==> src/rtl/fetch_buffer_pkg.sv <==
// Shared types and constants for the instruction prefetch buffer.
//   FB_RESET_PC : default first fetch address after reset
//   FB_NOP      : instruction presented to ID when the queue is empty
//   fb_entry_t  : one queue entry, {pc, instr}
package fetch_buffer_pkg;

  localparam logic [31:0] FB_RESET_PC = 32'h0000_3000;
  localparam logic [31:0] FB_NOP      = 32'h0000_0000;
  localparam logic [31:0] FB_PC_STEP  = 32'd4;

  typedef struct packed {
    logic [31:0] pc;
    logic [31:0] instr;
  } fb_entry_t;

  function automatic logic [31:0] fb_pc_next(input logic [31:0] pc);
    return pc + FB_PC_STEP;
  endfunction

endpackage

==> src/rtl/fetch_fifo.sv <==
// Synchronous DEPTH-entry FIFO of {pc, instr} entries.
// Ports:
//   clk, reset      : clock, async active-low reset
//   push, din       : write an entry (ignored on flush)
//   pop             : drop the head entry (ignored on flush or when empty)
//   flush           : empty the queue; wins over push and pop
//   dout            : head entry (contents undefined when empty)
//   full, empty     : status
//   count           : occupancy, 0..DEPTH
module fetch_fifo
  import fetch_buffer_pkg::*;
#(
  parameter int DEPTH = 4,
  parameter int CNT_W = $clog2(DEPTH + 1)
) (
  input  logic             clk,
  input  logic             reset,
  input  logic             push,
  input  fb_entry_t        din,
  input  logic             pop,
  input  logic             flush,
  output fb_entry_t        dout,
  output logic             full,
  output logic             empty,
  output logic [CNT_W-1:0] count
);

  localparam int PTR_W = $clog2(DEPTH);

  fb_entry_t        mem [DEPTH];
  logic [PTR_W-1:0] wr_ptr;
  logic [PTR_W-1:0] rd_ptr;
  logic             do_push;
  logic             do_pop;

  assign empty   = (count == '0);
  assign full    = (count == CNT_W'(DEPTH));
  assign do_push = push && !flush;
  assign do_pop  = pop && !flush && !empty;
  assign dout    = mem[rd_ptr];

  // DEPTH is a power of two, so the pointers wrap for free.
  always_ff @(posedge clk or negedge reset) begin
    if (!reset) begin
      wr_ptr <= '0;
      rd_ptr <= '0;
      count  <= '0;
    end else if (flush) begin
      wr_ptr <= '0;
      rd_ptr <= '0;
      count  <= '0;
    end else begin
      if (do_push) wr_ptr <= wr_ptr + 1'b1;
      if (do_pop)  rd_ptr <= rd_ptr + 1'b1;
      count <= count + CNT_W'(do_push) - CNT_W'(do_pop);
    end
  end

  // Storage needs no reset: empty masks the head at the top level.
  always_ff @(posedge clk) begin
    if (do_push) mem[wr_ptr] <= din;
  end

endmodule

==> src/rtl/fetch_buffer.sv <==
// Instruction prefetch queue between a variable-latency, in-order
// instruction memory and the IF/ID register. Requests are issued against a
// credit pool of DEPTH slots shared by queued entries, live in-flight
// requests and in-flight requests whose responses must be thrown away after
// a redirect.
// Ports:
//   clk, reset                : clock, async active-low reset
//   req_valid/req_addr/req_ready : fetch request handshake
//   resp_valid/resp_data      : in-order memory response
//   stall                     : ID holds the head entry
//   redirect/redirect_pc      : flush and restart fetch at redirect_pc
//   out_valid/instr_out/pc4_out : head entry (zeros when empty)
//   err                       : sticky, response seen with nothing in flight
module fetch_buffer
  import fetch_buffer_pkg::*;
#(
  parameter int          DEPTH    = 4,
  parameter logic [31:0] RESET_PC = FB_RESET_PC,
  parameter int          CNT_W    = $clog2(DEPTH + 1)
) (
  input  logic        clk,
  input  logic        reset,
  output logic        req_valid,
  output logic [31:0] req_addr,
  input  logic        req_ready,
  input  logic        resp_valid,
  input  logic [31:0] resp_data,
  input  logic        stall,
  input  logic        redirect,
  input  logic [31:0] redirect_pc,
  output logic        out_valid,
  output logic [31:0] instr_out,
  output logic [31:0] pc4_out,
  output logic        err
);

  localparam logic [CNT_W+1:0] DEPTH_W = (CNT_W + 2)'(DEPTH);

  logic [31:0]      fetch_pc;
  logic [31:0]      resp_pc;
  logic [CNT_W-1:0] inflight;
  logic [CNT_W-1:0] discard;
  logic [CNT_W-1:0] occupancy;
  logic [CNT_W+1:0] credit_used;

  logic      fifo_full;
  logic      fifo_empty;
  fb_entry_t head;

  logic accept;
  logic resp_drop;    // stale response, owed to an earlier redirect
  logic resp_take;    // live response for the current fetch stream
  logic resp_orphan;  // response with nothing outstanding
  logic push;
  logic pop;

  assign credit_used = {2'b00, occupancy} + {2'b00, inflight} + {2'b00, discard};

  // Held low while reset is asserted so the request port is quiet even
  // though the cleared counters would otherwise grant credit.
  assign req_valid = reset && !redirect && (credit_used < DEPTH_W);
  assign req_addr  = fetch_pc;
  assign accept    = req_valid && req_ready;

  assign resp_drop   = resp_valid && (discard != '0);
  assign resp_take   = resp_valid && (discard == '0) && (inflight != '0);
  assign resp_orphan = resp_valid && (discard == '0) && (inflight == '0);

  // A redirect flushes the queue, so the coincident response and any pop
  // that cycle are cancelled.
  assign push = resp_take && !redirect && !fifo_full;
  assign pop  = !fifo_empty && !stall && !redirect;

  fetch_fifo #(
    .DEPTH (DEPTH),
    .CNT_W (CNT_W)
  ) u_fifo (
    .clk   (clk),
    .reset (reset),
    .push  (push),
    .din   ('{pc: resp_pc, instr: resp_data}),
    .pop   (pop),
    .flush (redirect),
    .dout  (head),
    .full  (fifo_full),
    .empty (fifo_empty),
    .count (occupancy)
  );

  assign out_valid = !fifo_empty;
  assign instr_out = fifo_empty ? FB_NOP : head.instr;
  assign pc4_out   = fifo_empty ? 32'b0  : fb_pc_next(head.pc);

  always_ff @(posedge clk or negedge reset) begin
    if (!reset) begin
      fetch_pc <= RESET_PC;
      resp_pc  <= RESET_PC;
      inflight <= '0;
      discard  <= '0;
      err      <= 1'b0;
    end else begin
      if (resp_orphan) err <= 1'b1;

      if (redirect) begin
        fetch_pc <= redirect_pc;
        resp_pc  <= redirect_pc;
        inflight <= '0;
        // Everything still outstanding becomes stale. accept is 0 here, and
        // a response arriving now retires one outstanding slot.
        discard  <= discard + inflight - CNT_W'(resp_drop || resp_take);
      end else begin
        if (accept)    fetch_pc <= fb_pc_next(fetch_pc);
        if (resp_take) resp_pc  <= fb_pc_next(resp_pc);
        inflight <= inflight + CNT_W'(accept) - CNT_W'(resp_take);
        discard  <= discard - CNT_W'(resp_drop);
      end
    end
  end

endmodule
==> config.mk <==
export PLATFORM = sky130hd
export DESIGN_NAME = fetch_buffer
export DESIGN_NICKNAME = d
export VERILOG_FILES = /design/src/rtl/fetch_buffer_pkg.sv /design/src/rtl/fetch_fifo.sv /design/src/rtl/fetch_buffer.sv
export SDC_FILE = /design/constraint.sdc
export NUM_CORES = 1
export LEC_CHECK = 0
export BUFFER_PORTS_ARGS = -buffer_cell sky130_fd_sc_hd__buf_2
export CAP_MARGIN = 20
export CORE_ASPECT_RATIO = 1.4
export CORE_MARGIN = 2
export CORE_UTILIZATION = 55
export DETAILED_ROUTE_END_ITERATION = 10
export GPL_ROUTABILITY_DRIVEN = 0
export PLACE_DENSITY = 0.76
export SYNTH_ARGS = -nofsm -noshare
export SYNTH_HDL_FRONTEND = slang
export SYNTH_HIERARCHICAL = 1
export SYNTH_SLANG_ARGS = --single-unit
==> constraint.sdc <==
create_clock -name clk -period 11.2 [get_ports clk]
set_input_delay 1.12 -clock clk [delete_from_list [all_inputs] [get_ports clk]]
set_output_delay 1.12 -clock clk [all_outputs]
set_load 0.01 [all_outputs]
### Word-level counts from Yosys, hierarchy flattened

Memories as Yosys holds them, arrays and structs flattened.
Cells that the tools add are included.

| storage, ports and cells | value |
|---|---|
| register bits | 78 |
| latch bits | 0 |
| RAM bits | 256 |
| ROM bits | 0 |
| input bits | 70 |
| output and inout port bits | 99 |
| logic and storage cells | 68 |
| memories kept | 1 |

Memory list:

| name | depth | width | rd ports | clocked after memory_dff | write ports | RTL line | RTL |
|---|---|---|---|---|---|---|---|
| u_fifo.mem | 4 | 64 | 1 | 0 | 1 | fetch_fifo.sv:30 | `fb_entry_t mem [DEPTH];` |

| cells by class | value |
|---|---|
| add/subtract/negate cells | 14 |
| $mul | 0 |
| div/mod/pow operators | 0 |
| $lt $le $gt $ge | 1 |
| equal/unequal tests | 1 |
| shifts and indexed selects | 0 |
| muxes and demuxes | 15 |
| bitwise logic cells | 0 |
| reductions and logical operators | 28 |

Operators by type and width:

| cell | number |
|---|---|
| two-way mux 32 bit | 6 |
| adder 32 x 3 -> 32 bit, second input constant | 3 |
| logical AND 1 bit | 14 |
| subtractor 3 x 1 -> 3 bit | 4 |
| logical NOT 3 bit | 3 |
| two-way mux 3 bit | 3 |
| two-way mux 2 bit | 4 |
| nonzero test 2 bit | 4 |
| adder 3 x 1 -> 3 bit | 2 |
| nonzero test 3 bit | 2 |
| adder 4 x 3 -> 5 bit | 1 |
| < comparator 5 x 3 -> 1 bit, second input constant | 1 |
| adder 2 x 1 -> 2 bit, second input constant | 2 |
| adder 3 x 3 -> 4 bit | 1 |
| logical NOT 1 bit | 4 |
| adder 3 bit | 1 |
| == test 3 bit, second input constant | 1 |
| two-way mux 1 bit | 2 |
| logical OR 1 bit | 1 |

### Logic depth before layout (Yosys ltp)

| depth | value |
|---|---|
| word-level depth | 9 |
| mapped depth | 16 |
| gate-level depth less buffers | 15 |

### By module

The synthesis kept the hierarchy.

By module, submodules not included:

| module | instances | cells each | area an instance (µm²) | sequential area each (µm²) |
|---|---|---|---|---|
| fetch_fifo | 1 | 379 | 9,736.8 | 7,862.5 |
| fetch_buffer | 1 | 633 | 5,196.2 | 1,781.7 |

### Worst setup path before layout

OpenSTA, ideal clock, no wires.

| path | value |
|---|---|
| kind | input port to flip-flop |
| start | in resp_valid |
| end | mem u_fifo/mem[0][0] in the netlist's numbering, enable pin |
| library setup time | 0.429 ns |
| arrival time | 3.918 ns |
| data required time | 10.771 ns |
| slack | 6.853 ns |
| stages on the path | 5 |
| buffers on the path | 0 |
| cell sequence | nor4b_1 > nand2b_1 > nor3_1 > nor2b_1 > and2_1 |

| on the way | value |
|---|---|
| longest elaborated chain between the ends | 7 |

RTL lines:

| what | RTL line | RTL |
|---|---|---|
| start: declaration | fetch_buffer.sv:26 | `input logic resp_valid,` |
| logical AND 1 bit (2 in series) | fetch_buffer.sv:66 | `assign resp_take = resp_valid && (discard == '0) && (inflight != '0);` |
| logical AND 1 bit (2 in series) | fetch_buffer.sv:71 | `assign push = resp_take && !redirect && !fifo_full;` |
| via push | fetch_buffer.sv:54 | `logic push;` |
| logical AND 1 bit | fetch_fifo.sv:38 | `assign do_push = push && !flush;` |
| two-way mux 1 bit | fetch_fifo.sv:61 | `if (do_push) mem[wr_ptr] <= din;` |
| two-way mux 1 bit (not written as such) | fetch_fifo.sv:61 |  |
| end: declaration | fetch_fifo.sv:30 |  |

The timed path passes the listed nets, and every way through them passes these cells.

==> flow_summary.json <==
{
  "cp.required_ns": 10.08,
  "drcViolationCount": 0,
  "yosysSeqAreaShare_pct": 64.6,
  "worstReg2RegStart": "inflight[1]",
  "skew_ns": 0.0120,
  "vdd_drop_max_mv": 0.115,
  "reg2reg_depth": 16,
  "clk_pin_slew_ns": 0.07,
  "cts_max_path_buffers": 3,
  "instances_no_fill": 1572,
  "antenna_found_initial": 0,
  "drt_pass1_iterations": 5,
  "setup_tns_ns": 0,
  "crit_path_start": "u_fifo/rd_ptr[0]",
  "diodes": 0,
  "cpMaxStageDelayCell": "nand4bb_1",
  "netlist-cell-type-count": 61,
  "syn-cell-area_sq_mm": 0.0149,
  "drtIter0Drc": 641,
  "synth_top_family_by_area": "simple AND/OR/NAND/NOR gates",
  "finalSetupViolCount": 0,
  "synth_compound_area_share_pct": 5.41,
  "cts_resized": 0,
  "dp_slack_ns": 6.28,
  "syn_nets": 1107,
  "p_leak_nw": 6.11,
  "crit_family": "simple AND/OR/NAND/NOR gates",
  "design.portCount": 169,
  "detail_route.wl_per_cell_um": 19.5,
  "syn_inst": 1012,
  "grt_usage_pct": 21.6,
  "outcome": "complete, no violations",
  "tightest_slew_ns": 1.11,
  "cp_max_fo": 27,
  "async_flop_share_pct": 23.4,
  "start_util_pct": 55.7,
  "nets": 1278,
  "maxSlewViolCount": 0,
  "dieArea_sq_mm": 0.0285,
  "syn_avg_cell_area_sq_um": 14.8,
  "max_freq_mhz": 193,
  "synth_mux_area_share_pct": 10.0,
  "critical_path_cell_count": 8,
  "clk_latency_ns": 0.56,
  "rrSetupSlack_ns": 6.50,
  "drive_gt1_share_pct": 26.7,
  "postCtsSetupBuffers": 0,
  "dp_hpwl_um": 19300,
  "h-tree-depth": 1,
  "grt-ovfl-total": 0,
  "root_buffer": "clkbuf_16",
  "rows": 71,
  "crit_chain": "buf_4, buf_12, mux4_2, nand4_1, nand4bb_1, or3_1, a21oi_1, buf_2",
  "drv_cap": 0,
  "ctsHoldBuffers": 0,
  "portBuffers": 168,
  "hp-class": "in -> async",
  "crit_type": "reg -> out",
  "dp.cells": 1514,
  "critical_path_buf_inv_count": 3,
  "core-area_sq_mm": 0.0268,
  "yosys.area_share.simple_pct": 11.2,
  "min_period_over_period_pct": 46.3,
  "setup_slack_ns": 6.01,
  "wl_um": 30600,
  "grt_pass1_vias": 9131,
  "cts.sinks": 334,
  "grt_max_degree": 89,
  "finalCriticalPeriod_ns": 5.19,
  "fin_total_pwr_mw": 2.70,
  "crit_arrival_ns": 4.07,
  "final_hold_viol_count": 0,
  "fp.dieH_um": 199,
  "slew_headroom_pct": 25.4,
  "numCtsBuffers": 30,
  "areaGrowthSynthToFinish_pct": 14.8,
  "cp_slowest_stage_delay_ns": 0.64,
  "power_density_mw_per_mm2": 157,
  "synth_edf_count": 256,
  "num_vias": 9096,
  "rsz0062_at_grt": "false",
  "die_w_um": 143,
  "grt_first_pass_wirelength_um": 47800,
  "ys_warn_count": 6,
  "synth_xor_area_share_pct": 3.49,
  "vias_per_cell": 5.79,
  "synthFlopType": "edfxtp_1",
  "synth-seq-cells": 334,
  "synthAdderAreaFrac_pct": 2.40,
  "setup.worst_path.start_class": "flip-flop",
  "antenna_left": 0,
  "crit_path_end_kind": "output port",
  "cts_tree": "yes"
}
area by class of cell:
type                            count  area [sq um]
Sequential cell                   334          9650
Clock buffer                       43           831
Tap cell                          365           457
Timing Repair Buffer              182           961
Multi-Input combinational cell    587          4880
Fill cell                        1984          9690
Clock inverter                     13           184
Inverter                           48           180
worst reg2reg max path: stages (launching register included):
cell,delay [ns]
dfrtp_1,0.45
inv_1,0.12
fa_1,0.62
nor2_1,0.09
fa_1,0.38
nor3b_1,0.16
o211ai_1,0.90
nor2_1,0.11
buf_4,0.25
inv_2,0.34
ha_1,0.32
inv_1,0.06
ha_1,0.13
inv_1,0.05
fa_1,0.37
xnor2_1,0.16
nor2_1,0.05
power by group:
group / internal, mW / leakage [nW] / switching, mW
registers: 1.38 / 3.25 / 0.0572
logic: 0.0888 / 2.37 / 0.122
clock network: 0.612 / 0.491 / 0.439
total: 2.08 / 6.11 / 0.618
path summary, 6_finish.rpt:
| kind | endpoint |
|---|---|
| setup / recovery | pc4_out[22] |
| min in group clk | err |
| max in group asynchronous | u_fifo/rd_ptr[0] |
| hold reg to reg | err |
| hold / removal | resp_pc[28] |
| setup reg to reg | inflight[2] |
metrics by stage:
stage                     util [%]  hold WS (ns)  cell area [sq um]
after floorplan                  -         0.476              14900
after global placement        60.0         0.437              16100
after detailed placement      60.0         0.448              16100
after CTS                     63.8         0.413              17100
after global routing          63.9         0.423              17100
final                         63.9         0.429              17100
cells in the final DEF, fill, tap and decap left out, types with 15 or more instances in the layout:
master / Yosys / layout
nand2_1: 65 / 65
nor3_1: 25 / 24
a21oi_1: 16 / 15
o21ai_1: 39 / 39
edfxtp_1: 256 / 256
nand3_1: 39 / 39
nand4_1: 23 / 23
nor2b_1: 42 / 42
inv_1: 46 / 46
ha_1: 19 / 19
xnor2_1: 43 / 43
clkbuf_16: 0 / 31
buf_2: 7 / 167
mux4_2: 64 / 64
o21ai_0: 17 / 17
nor2_1: 53 / 53
dfrtp_1: 74 / 72
registers in the layout, summed over array words and instances (netlist names):
| name | flops |
|---|---|
| inflight | 3 |
| u_fifo/rd_ptr | 2 |
| err | 1 |
| resp_pc | 32 |
| u_fifo/count | 3 |
| req_addr | 32 |
| u_fifo/wr_ptr | 2 |
| u_fifo/mem | 256 |
| discard | 3 |
metal layers:
metal | global-route usage, % | wire length, um
met5 | 0 | 0
met4 | 7.15 | 811
met3 | 2.65 | 1620
met2 | 38.0 | 15600
met1 | 28.0 | 12500
synth_stat cells, types with 4 or more instances:
| master | n | share of area (%) |
|---|---|---|
| or3_1 | 8 | 0.34 |
| nand3_1 | 39 | 1.3 |
| o311ai_1 | 8 | 0.47 |
| nor4_2 | 4 | 0.34 |
| nor3_1 | 25 | 0.84 |
| a211oi_1 | 5 | 0.25 |
| dfstp_2 | 4 | 0.70 |
| o211ai_1 | 9 | 0.45 |
| nor2_1 | 53 | 1.3 |
| o21ai_1 | 39 | 1.3 |
| xnor2_1 | 43 | 2.5 |
| a21o_1 | 5 | 0.25 |
| fa_1 | 6 | 0.80 |
| nor4_1 | 13 | 0.54 |
| and4_1 | 7 | 0.41 |
| o21ai_0 | 17 | 0.57 |
| and2_1 | 6 | 0.25 |
| inv_1 | 46 | 1.2 |
| xor2_1 | 14 | 0.82 |
| o31a_1 | 8 | 0.47 |
| nand2_1 | 65 | 1.6 |
| dfrtp_1 | 74 | 12 |
| clkbuf_1 | 26 | 0.65 |
| nand4_1 | 23 | 0.96 |
| buf_2 | 7 | 0.23 |
| a21oi_1 | 16 | 0.54 |
| buf_12 | 4 | 0.54 |
| mux4_2 | 64 | 9.7 |
| and3_1 | 8 | 0.34 |
| ha_1 | 19 | 1.6 |
| edfxtp_1 | 256 | 51 |
| nor2b_1 | 42 | 1.8 |
kinds of logic after synthesis:
logic type | after synthesis
DFF | 334
adders and majority gates | 25
muxes | 69
AOI/OAI and AO/OA | 126
buffers and inverters | 91
xor gates and xnor gates | 58
and+or+nand+nor | 309
No activity file was read; power rests on OpenSTA's default activity.
